==> config.mk <==
export PLATFORM = sky130hd
export DESIGN_NAME = shr_frame_rx_flat
export DESIGN_NICKNAME = d
export VERILOG_FILES = /design/src/rtl/shr_pkg.sv /design/src/rtl/shr_frame_rx_if.sv /design/src/rtl/shr_sync_edge.sv /design/src/rtl/shr_frame_rx.sv /design/src/flat_wrapper.sv
export SDC_FILE = /design/constraint.sdc
export NUM_CORES = 2
export LEC_CHECK = 0
export BUFFER_PORTS_ARGS = -buffer_cell sky130_fd_sc_hd__buf_2
export CORE_MARGIN = 2
export CORE_UTILIZATION = 50
export DETAILED_ROUTE_END_ITERATION = 16
export PLACE_DENSITY = 0.71
export SLEW_MARGIN = 20
export SYNTH_ARGS = -nofsm -noshare
export SYNTH_HDL_FRONTEND = slang
export SYNTH_SLANG_ARGS = --single-unit
==> constraint.sdc <==
create_clock -name clk_in -period 3 [get_ports clk_in]
set_input_delay 0.15 -clock clk_in [delete_from_list [all_inputs] [get_ports clk_in]]
set_output_delay 0.15 -clock clk_in [all_outputs]
set_load 0.02 [all_outputs]
==> src/rtl/shr_pkg.sv <==
// Shared types and constants for the serial shift-register frame receiver.
package shr_pkg;

  typedef enum logic [1:0] {
    IDLE     = 2'd0,
    SHIFT    = 2'd1,
    WAIT_END = 2'd2
  } shr_state_e;

  localparam int N_BITS_DEF  = 620;
  localparam int SYNC_STAGES = 2;

  // Counter width able to hold the value n itself.
  function automatic int cnt_w_for(input int n);
    return $clog2(n + 1);
  endfunction

endpackage

==> src/rtl/shr_frame_rx_if.sv <==
// Serial GPIO lines towards the receiver and the captured-frame status back out.
interface shr_frame_rx_if
  import shr_pkg::*;
#(
  parameter int N_BITS = N_BITS_DEF,
  parameter int CNT_W  = cnt_w_for(N_BITS_DEF)
);
  logic              ser_clk;
  logic              ser_din;
  logic              ser_syn;
  logic [N_BITS-1:0] data_reg;
  logic              frame_valid;
  logic              err_short;
  logic              err_long;
  logic              err_timeout;
  logic              busy;
  logic [CNT_W-1:0]  bit_cnt;
  logic [15:0]       frame_cnt;

  modport master (
    output ser_clk, ser_din, ser_syn,
    input  data_reg, frame_valid, err_short, err_long, err_timeout, busy, bit_cnt, frame_cnt
  );

  modport slave (
    input  ser_clk, ser_din, ser_syn,
    output data_reg, frame_valid, err_short, err_long, err_timeout, busy, bit_cnt, frame_cnt
  );
endinterface

==> src/rtl/shr_sync_edge.sv <==
// Multi-flop synchroniser for one asynchronous line, with optional rising-edge detect.
module shr_sync_edge
  import shr_pkg::*;
#(
  parameter bit RISE_EN = 1'b0,
  parameter bit RST_VAL = 1'b0
) (
  input  logic clk_in,
  input  logic rst,
  input  logic i_async,
  output logic o_sync,
  output logic o_rise
);
  logic [SYNC_STAGES-1:0] r_sync;
  logic                   r_prev;

  // Synchroniser chain plus one trailing stage used only for edge detection.
  always_ff @(posedge clk_in) begin
    if (rst) begin
      r_sync <= {SYNC_STAGES{RST_VAL}};
      r_prev <= RST_VAL;
    end else begin
      r_sync <= {r_sync[SYNC_STAGES-2:0], i_async};
      r_prev <= r_sync[SYNC_STAGES-1];
    end
  end

  assign o_sync = r_sync[SYNC_STAGES-1];
  assign o_rise = RISE_EN ? (r_sync[SYNC_STAGES-1] & ~r_prev) : 1'b0;
endmodule

==> src/rtl/shr_frame_rx.sv <==
// Oversampling receiver for the DIN/CLK/SYNC loader: rebuilds an N_BITS frame,
// checks its framing and publishes good frames.
module shr_frame_rx
  import shr_pkg::*;
#(
  parameter int N_BITS         = N_BITS_DEF,
  parameter bit SYN_ACTIVE_LOW = 1'b1,
  parameter int TIMEOUT_CYC    = 1_000_000,
  parameter int CNT_W          = cnt_w_for(N_BITS_DEF)
) (
  input logic          clk_in,
  input logic          rst,
  shr_frame_rx_if.slave rx
);
  localparam int               TO_W     = $clog2(TIMEOUT_CYC + 1);
  localparam logic [TO_W-1:0]  TO_LAST  = TO_W'(TIMEOUT_CYC - 1);
  localparam logic [TO_W-1:0]  TO_ONE   = TO_W'(1);
  localparam logic [CNT_W-1:0] CNT_FULL = CNT_W'(N_BITS);
  localparam logic [CNT_W-1:0] CNT_ONE  = CNT_W'(1);

  shr_state_e        r_state, w_state_nxt;
  logic [N_BITS-1:0] r_sr, w_sr_nxt;
  logic [N_BITS-1:0] r_data, w_data_nxt;
  logic              r_fv, w_fv_nxt;
  logic              r_err_short, w_err_short_nxt;
  logic              r_err_long, w_err_long_nxt;
  logic              r_err_timeout, w_err_timeout_nxt;
  logic              r_busy;
  logic [CNT_W-1:0]  r_bit_cnt, w_bit_cnt_nxt;
  logic [15:0]       r_frame_cnt, w_frame_cnt_nxt;
  logic [TO_W-1:0]   r_to_cnt, w_to_nxt;

  logic w_clk_s, w_edge, w_din, w_syn_s, w_syn_act, w_long_hit;

  // Sync reset level of ser_syn is its inactive level so reset never opens a frame.
  shr_sync_edge #(.RISE_EN(1'b1), .RST_VAL(1'b0)) u_sync_clk (
    .clk_in(clk_in), .rst(rst), .i_async(rx.ser_clk), .o_sync(w_clk_s), .o_rise(w_edge)
  );
  shr_sync_edge #(.RISE_EN(1'b0), .RST_VAL(1'b0)) u_sync_din (
    .clk_in(clk_in), .rst(rst), .i_async(rx.ser_din), .o_sync(w_din), .o_rise()
  );
  shr_sync_edge #(.RISE_EN(1'b0), .RST_VAL(SYN_ACTIVE_LOW)) u_sync_syn (
    .clk_in(clk_in), .rst(rst), .i_async(rx.ser_syn), .o_sync(w_syn_s), .o_rise()
  );

  assign w_syn_act  = SYN_ACTIVE_LOW ? ~w_syn_s : w_syn_s;
  assign w_long_hit = w_edge & (r_bit_cnt == CNT_FULL);

  // Next-state and datapath decode; an edge is applied before end-of-frame is judged.
  always_comb begin
    w_state_nxt       = r_state;
    w_sr_nxt          = r_sr;
    w_data_nxt        = r_data;
    w_fv_nxt          = 1'b0;
    w_err_short_nxt   = r_err_short;
    w_err_long_nxt    = r_err_long;
    w_err_timeout_nxt = r_err_timeout;
    w_bit_cnt_nxt     = r_bit_cnt;
    w_frame_cnt_nxt   = r_frame_cnt;
    w_to_nxt          = r_to_cnt;
    case (r_state)
      IDLE: begin
        if (w_syn_act) begin
          w_state_nxt       = SHIFT;
          w_sr_nxt          = '0;
          w_bit_cnt_nxt     = '0;
          w_to_nxt          = '0;
          w_err_short_nxt   = 1'b0;
          w_err_long_nxt    = 1'b0;
          w_err_timeout_nxt = 1'b0;
        end else begin
          w_state_nxt = IDLE;
        end
      end
      SHIFT: begin
        if (w_edge) begin
          w_to_nxt = '0;
          if (w_long_hit) begin
            w_err_long_nxt = 1'b1;
            w_state_nxt    = WAIT_END;
          end else begin
            w_sr_nxt      = {r_sr[N_BITS-2:0], w_din};
            w_bit_cnt_nxt = r_bit_cnt + CNT_ONE;
          end
        end else begin
          w_to_nxt = r_to_cnt + TO_ONE;
        end
        if (!w_syn_act) begin
          w_state_nxt = IDLE;
          if (w_long_hit) begin
            w_err_long_nxt = 1'b1;
          end else if (w_bit_cnt_nxt == CNT_FULL) begin
            w_data_nxt      = w_sr_nxt;
            w_fv_nxt        = 1'b1;
            w_frame_cnt_nxt = r_frame_cnt + 16'd1;
          end else begin
            w_err_short_nxt = 1'b1;
          end
        end else if (!w_edge && (r_to_cnt == TO_LAST)) begin
          w_err_timeout_nxt = 1'b1;
          w_state_nxt       = WAIT_END;
        end else begin
          w_err_timeout_nxt = r_err_timeout;
        end
      end
      WAIT_END: begin
        if (!w_syn_act) begin
          w_state_nxt = IDLE;
        end else begin
          w_state_nxt = WAIT_END;
        end
      end
      default: begin
        w_state_nxt = IDLE;
      end
    endcase
  end

  // FSM state register.
  always_ff @(posedge clk_in) begin
    if (rst) begin
      r_state <= IDLE;
    end else begin
      r_state <= w_state_nxt;
    end
  end

  // Datapath and output registers.
  always_ff @(posedge clk_in) begin
    if (rst) begin
      r_sr          <= '0;
      r_data        <= '0;
      r_fv          <= 1'b0;
      r_err_short   <= 1'b0;
      r_err_long    <= 1'b0;
      r_err_timeout <= 1'b0;
      r_busy        <= 1'b0;
      r_bit_cnt     <= '0;
      r_frame_cnt   <= 16'd0;
      r_to_cnt      <= '0;
    end else begin
      r_sr          <= w_sr_nxt;
      r_data        <= w_data_nxt;
      r_fv          <= w_fv_nxt;
      r_err_short   <= w_err_short_nxt;
      r_err_long    <= w_err_long_nxt;
      r_err_timeout <= w_err_timeout_nxt;
      r_busy        <= (w_state_nxt != IDLE);
      r_bit_cnt     <= w_bit_cnt_nxt;
      r_frame_cnt   <= w_frame_cnt_nxt;
      r_to_cnt      <= w_to_nxt;
    end
  end

  assign rx.data_reg    = r_data;
  assign rx.frame_valid = r_fv;
  assign rx.err_short   = r_err_short;
  assign rx.err_long    = r_err_long;
  assign rx.err_timeout = r_err_timeout;
  assign rx.busy        = r_busy;
  assign rx.bit_cnt     = r_bit_cnt;
  assign rx.frame_cnt   = r_frame_cnt;
endmodule

==> src/flat_wrapper.sv <==
// flat-port wrapper written by rule: the top's interface ports become plain ports
module shr_frame_rx_flat import shr_pkg::*;
#(
  parameter int N_BITS         = N_BITS_DEF,
  parameter bit SYN_ACTIVE_LOW = 1'b1,
  parameter int TIMEOUT_CYC    = 1_000_000,
  parameter int CNT_W          = cnt_w_for(N_BITS_DEF)
)
  (clk_in, rst, rx_ser_clk, rx_ser_din, rx_ser_syn, rx_data_reg, rx_frame_valid, rx_err_short, rx_err_long, rx_err_timeout, rx_busy, rx_bit_cnt, rx_frame_cnt);
  shr_frame_rx_if #(.N_BITS(N_BITS), .CNT_W(CNT_W)) rx_i ();
  input logic clk_in;
  input logic rst;
  input wire logic [$bits(rx_i.ser_clk)-1:0] rx_ser_clk;
  input wire logic [$bits(rx_i.ser_din)-1:0] rx_ser_din;
  input wire logic [$bits(rx_i.ser_syn)-1:0] rx_ser_syn;
  output wire logic [$bits(rx_i.data_reg)-1:0] rx_data_reg;
  output wire logic [$bits(rx_i.frame_valid)-1:0] rx_frame_valid;
  output wire logic [$bits(rx_i.err_short)-1:0] rx_err_short;
  output wire logic [$bits(rx_i.err_long)-1:0] rx_err_long;
  output wire logic [$bits(rx_i.err_timeout)-1:0] rx_err_timeout;
  output wire logic [$bits(rx_i.busy)-1:0] rx_busy;
  output wire logic [$bits(rx_i.bit_cnt)-1:0] rx_bit_cnt;
  output wire logic [$bits(rx_i.frame_cnt)-1:0] rx_frame_cnt;
  assign rx_i.ser_clk = rx_ser_clk;
  assign rx_i.ser_din = rx_ser_din;
  assign rx_i.ser_syn = rx_ser_syn;
  assign rx_data_reg = rx_i.data_reg;
  assign rx_frame_valid = rx_i.frame_valid;
  assign rx_err_short = rx_i.err_short;
  assign rx_err_long = rx_i.err_long;
  assign rx_err_timeout = rx_i.err_timeout;
  assign rx_busy = rx_i.busy;
  assign rx_bit_cnt = rx_i.bit_cnt;
  assign rx_frame_cnt = rx_i.frame_cnt;
  shr_frame_rx #(.N_BITS(N_BITS), .SYN_ACTIVE_LOW(SYN_ACTIVE_LOW), .TIMEOUT_CYC(TIMEOUT_CYC), .CNT_W(CNT_W)) u_core (.clk_in(clk_in), .rst(rst), .rx(rx_i));
endmodule
==> summary.md <==
| Metric | Value |
|---|---|
| Slew @ Worst Pin | `0.887 ns` |
| Prevailing post-synth register cell | `dfxtp_1` |
| CP Class | `register to register` |
| Worst setup margin | `slightly below 0.06 ns` |
| Clock sinks | `1300` |
| Post-layout util | `between 60 and 70%` |
| Top cells by area, synth | `dfxtp_1 (52%), a311oi_1 (11%), nor2_1 (9.8%)` |
| Register bit total from synthesis | `1300` |
| Maximum root-to-sink buffer count | `3` |
| RSZ-0062 raised after global routing | `true` |
| Worst setup path startpoint | `u_core.rx.bit_cnt[6]$_SDFFE_PP0P_` |
| Slew HR | `40.8%` |
| DR iter-0 viols | `roughly 4700` |
| DP Worst Slack | `-0.163 ns` |
| Data arrival time of the critical path | `~3.6 ns` |
| Chip width | `about 320 um` |
| Global route overflow | `0` |
| Initial antenna violation count | `0` |
| Worst-skew pair later-pin latency | `0.74 ns` |
| WL final | `about 140 mm` |
| Cts bufs inserted | `around 140` |
| Share of the synthesized area in the top cell type | `52.2%` |
| Die Footprint | `approximately 100000 um^2` |
| Setup crit end | `u_core.rx.data_reg[330]$_SDFFE_PP0P_` |
| Io pins | `~660` |
| Synth top cells by count | `dfxtp_1 (1300), nor2_1 (1298), nand2_1 (1277), a311oi_1 (626), a22oi_1 (624)` |
| Vias/cell | `a little under 6` |
| Synth area leader | `dfxtp_1` |
| Setup Viol. Count Final | `0` |
| Final HPWL DP | `~87 mm` |
| Post-DRT Antenna Nets | `0` |
| FMAX | `between 0.3 and 0.4 GHz` |
| PortBufs | `~660` |
| P per Cell Area | `roughly 580 nW/um^2` |
| Synth async-reset ratio | `0%` |
| Sequential share of the synthesized area | `~52%` |
| Min-delay src | `rx_ser_clk` |
| Post-synth EDFFs | `0` |
| H-tree depth | `4` |
| Worst vdd ir | `0.487 mV` |
| DR vias | `around 46000` |
| Final hold vios | `0` |
| Crit share post-route | `98.0%` |
| Status | `complete, no violations` |
| Final nets | `approximately 6300` |
| Synth Cell Area | `between 40000 and 50000 um^2` |
| LEAKAGE | `slightly above 20 nW` |
| R2r worst-path depth | `10` |
| Core area | `around 99000 um^2` |
| CP endpoint kind | `register` |
| Count of different cell masters after synthesis | `50` |
| Placer Congestion | `roughly 0.85` |
| Clock slew at reported path FFs | `roughly 0.060 ns` |
| Die height | `~320 um` |
| Clock skew | `between 0.02 and 0.03 ns` |
| Worst endpoint required time | `between 3 and 4 ns` |
| Syn-to-layout area delta | `18.9%` |
| Syn_area_per_cell | `8.44 um^2` |
| Max Cap Viol | `0` |
| Root buffer cell | `clkbuf_16` |
| Hold WC Path Type | `input pin to register` |
| Largest net degree at the start of global routing | `between 150 and 200` |
| Setup slack, reg-to-reg | `approximately 0.059 ns` |
| Total GRT Usage | `about a quarter` |
| FF-to-FF End | `u_core.rx.data_reg[330]$_SDFFE_PP0P_` |
| Routed len/inst | `approximately 19 um` |
| Rows | `approximately 120` |
| Drt first pass iters | `6` |
| Hold_ws | `between 0.15 and 0.2 ns` |
| Yosys warns | `0` |
| Min cycle time layout | `~2.9 ns` |
| Initial core utilization | `around half` |
| CTS tree | `built` |
| Synth Instances | `5907` |
| Max FO, Critical Path | `23` |
| Most frequent cell after synthesis | `dfxtp_1` |
| Startpoint Class | `register` |
| Start of the worst register-to-register path | `u_core.rx.bit_cnt[6]$_SDFFE_PP0P_` |
| Final Total Pwr | `roughly 35 mW` |
| Layout cells sized above 1 | `between 15 and 20%` |
| Pins Over Slew Limit | `0` |
| Ant diodes | `0` |
| Vias in the first global route | `about 40000` |
| Post-Syn Nets | `~5900` |
| First-pass GRT wire length | `217 mm` |
| Remaining DRCs | `0` |
==> repair_timing <==
item,CTS,global route
gates resized for setup,2,52
endpoints found under the setup margin,542,835
buffers inserted,2,12
endpoints found under the hold margin,43,0
pin swaps,2,25
cloned,1,17
hold buffers,4,0
==> power breakdown <==
| part | leakage, nW | total [mW] | switching, mW | internal [mW] |
|---|---|---|---|---|
| clock | 2.13 | 16.4 | 6.84 | 9.52 |
| sequential | 10.5 | 17.3 | 0.00462 | 17.3 |
| combinational | 7.80 | 0.886 | 0.724 | 0.162 |
==> metal layers <==
layer / vias up / part of all wire, % / track usage [%]
li1: 21700 / - / -
met3: 226 / 7.4 / 4.83
met2: 1657 / 46 / 39.9
met5: - / 0 / 0
met4: 0 / 3.3 / 9.74
met1: 22000 / 43 / 35.0
==> final cells by class <==
type                       count  area [um^2]
fill                        8548        39300
clock inverter                34          334
inverter                      13         48.8
clock buffer                 203         4010
multi-input combinational   4025        21200
timing repair buffer         845         6030
sequential                  1300        26000
tap                         1287         1610
==> worst max-delay path: stages (launching register included) <==
cell	delay [ns]
dfxtp_2	0.39
nand4b_1	0.28
or3_1	0.46
and3_4	0.21
nor4_4	0.26
and3_4	0.28
buf_12	0.14
buf_16	0.21
buf_16	0.20
nor2_1	0.06
a311oi_1	0.29
==> kinds of logic (layout without fill, tap and decap cells) <==
kind of cell               Yosys count  count (layout)  share of synthesized area (%)
and+or+nand+nor                   2678            2679                           20.7
AOI/OAI and AO/OA                 1338            1338                           21.4
DFF                               1300            1300                           52.2
buffers and inverters              583            1095                           5.50
adders and majority gates            4               4                          0.100
xor gates and xnor gates             3               3                         0.0527
muxes                                1               1                         0.0226
==> cell usage in the layout (no fill, tap or decap), types with 8 or more instances in the layout <==
master / instances
nor2_1: 1295
dfxtp_1: 1295
nand2_1: 1276
buf_2: 654
a22oi_1: 624
a311oi_1: 621
clkbuf_16: 157
buf_4: 94
buf_12: 44
a21oi_1: 38
clkbuf_1: 36
clkbuf_8: 27
o21ai_0: 25
buf_16: 21
clkinv_2: 18
nand3_1: 16
inv_1: 13
nor3_1: 12
nor4_1: 10
and3_1: 9
buf_6: 9
nand4_1: 8
==> metrics by stage <==
step	cell area [um^2]	cells	TNS, ns
4_1_cts	58500	7678	0
2_1_floorplan	49900	5907	0
3_3_place_gp	54000	7434	-14.70
6_report	59300	7707	0
5_1_grt	59300	7707	-3.53
3_5_place_dp	54000	7434	-29.49
==> how the worst min path moves through the flow <==
stage,slack (ns),to,cells past startpoint
floorplan,0.25,u_core.u_sync_syn.r_sync[0]$_SDFF_PP1_,1
global placement,0.37,u_core.u_sync_din.r_sync[0]$_SDFF_PP0_,2
detailed placement,0.37,u_core.u_sync_din.r_sync[0]$_SDFF_PP0_,2
CTS,0.12,u_core.u_sync_clk.r_sync[0]$_SDFF_PP0_,3
global route,0.17,u_core.u_sync_clk.r_sync[0]$_SDFF_PP0_,3
finish,0.17,u_core.u_sync_clk.r_sync[0]$_SDFF_PP0_,3
(Power assumes the default switching activity.)
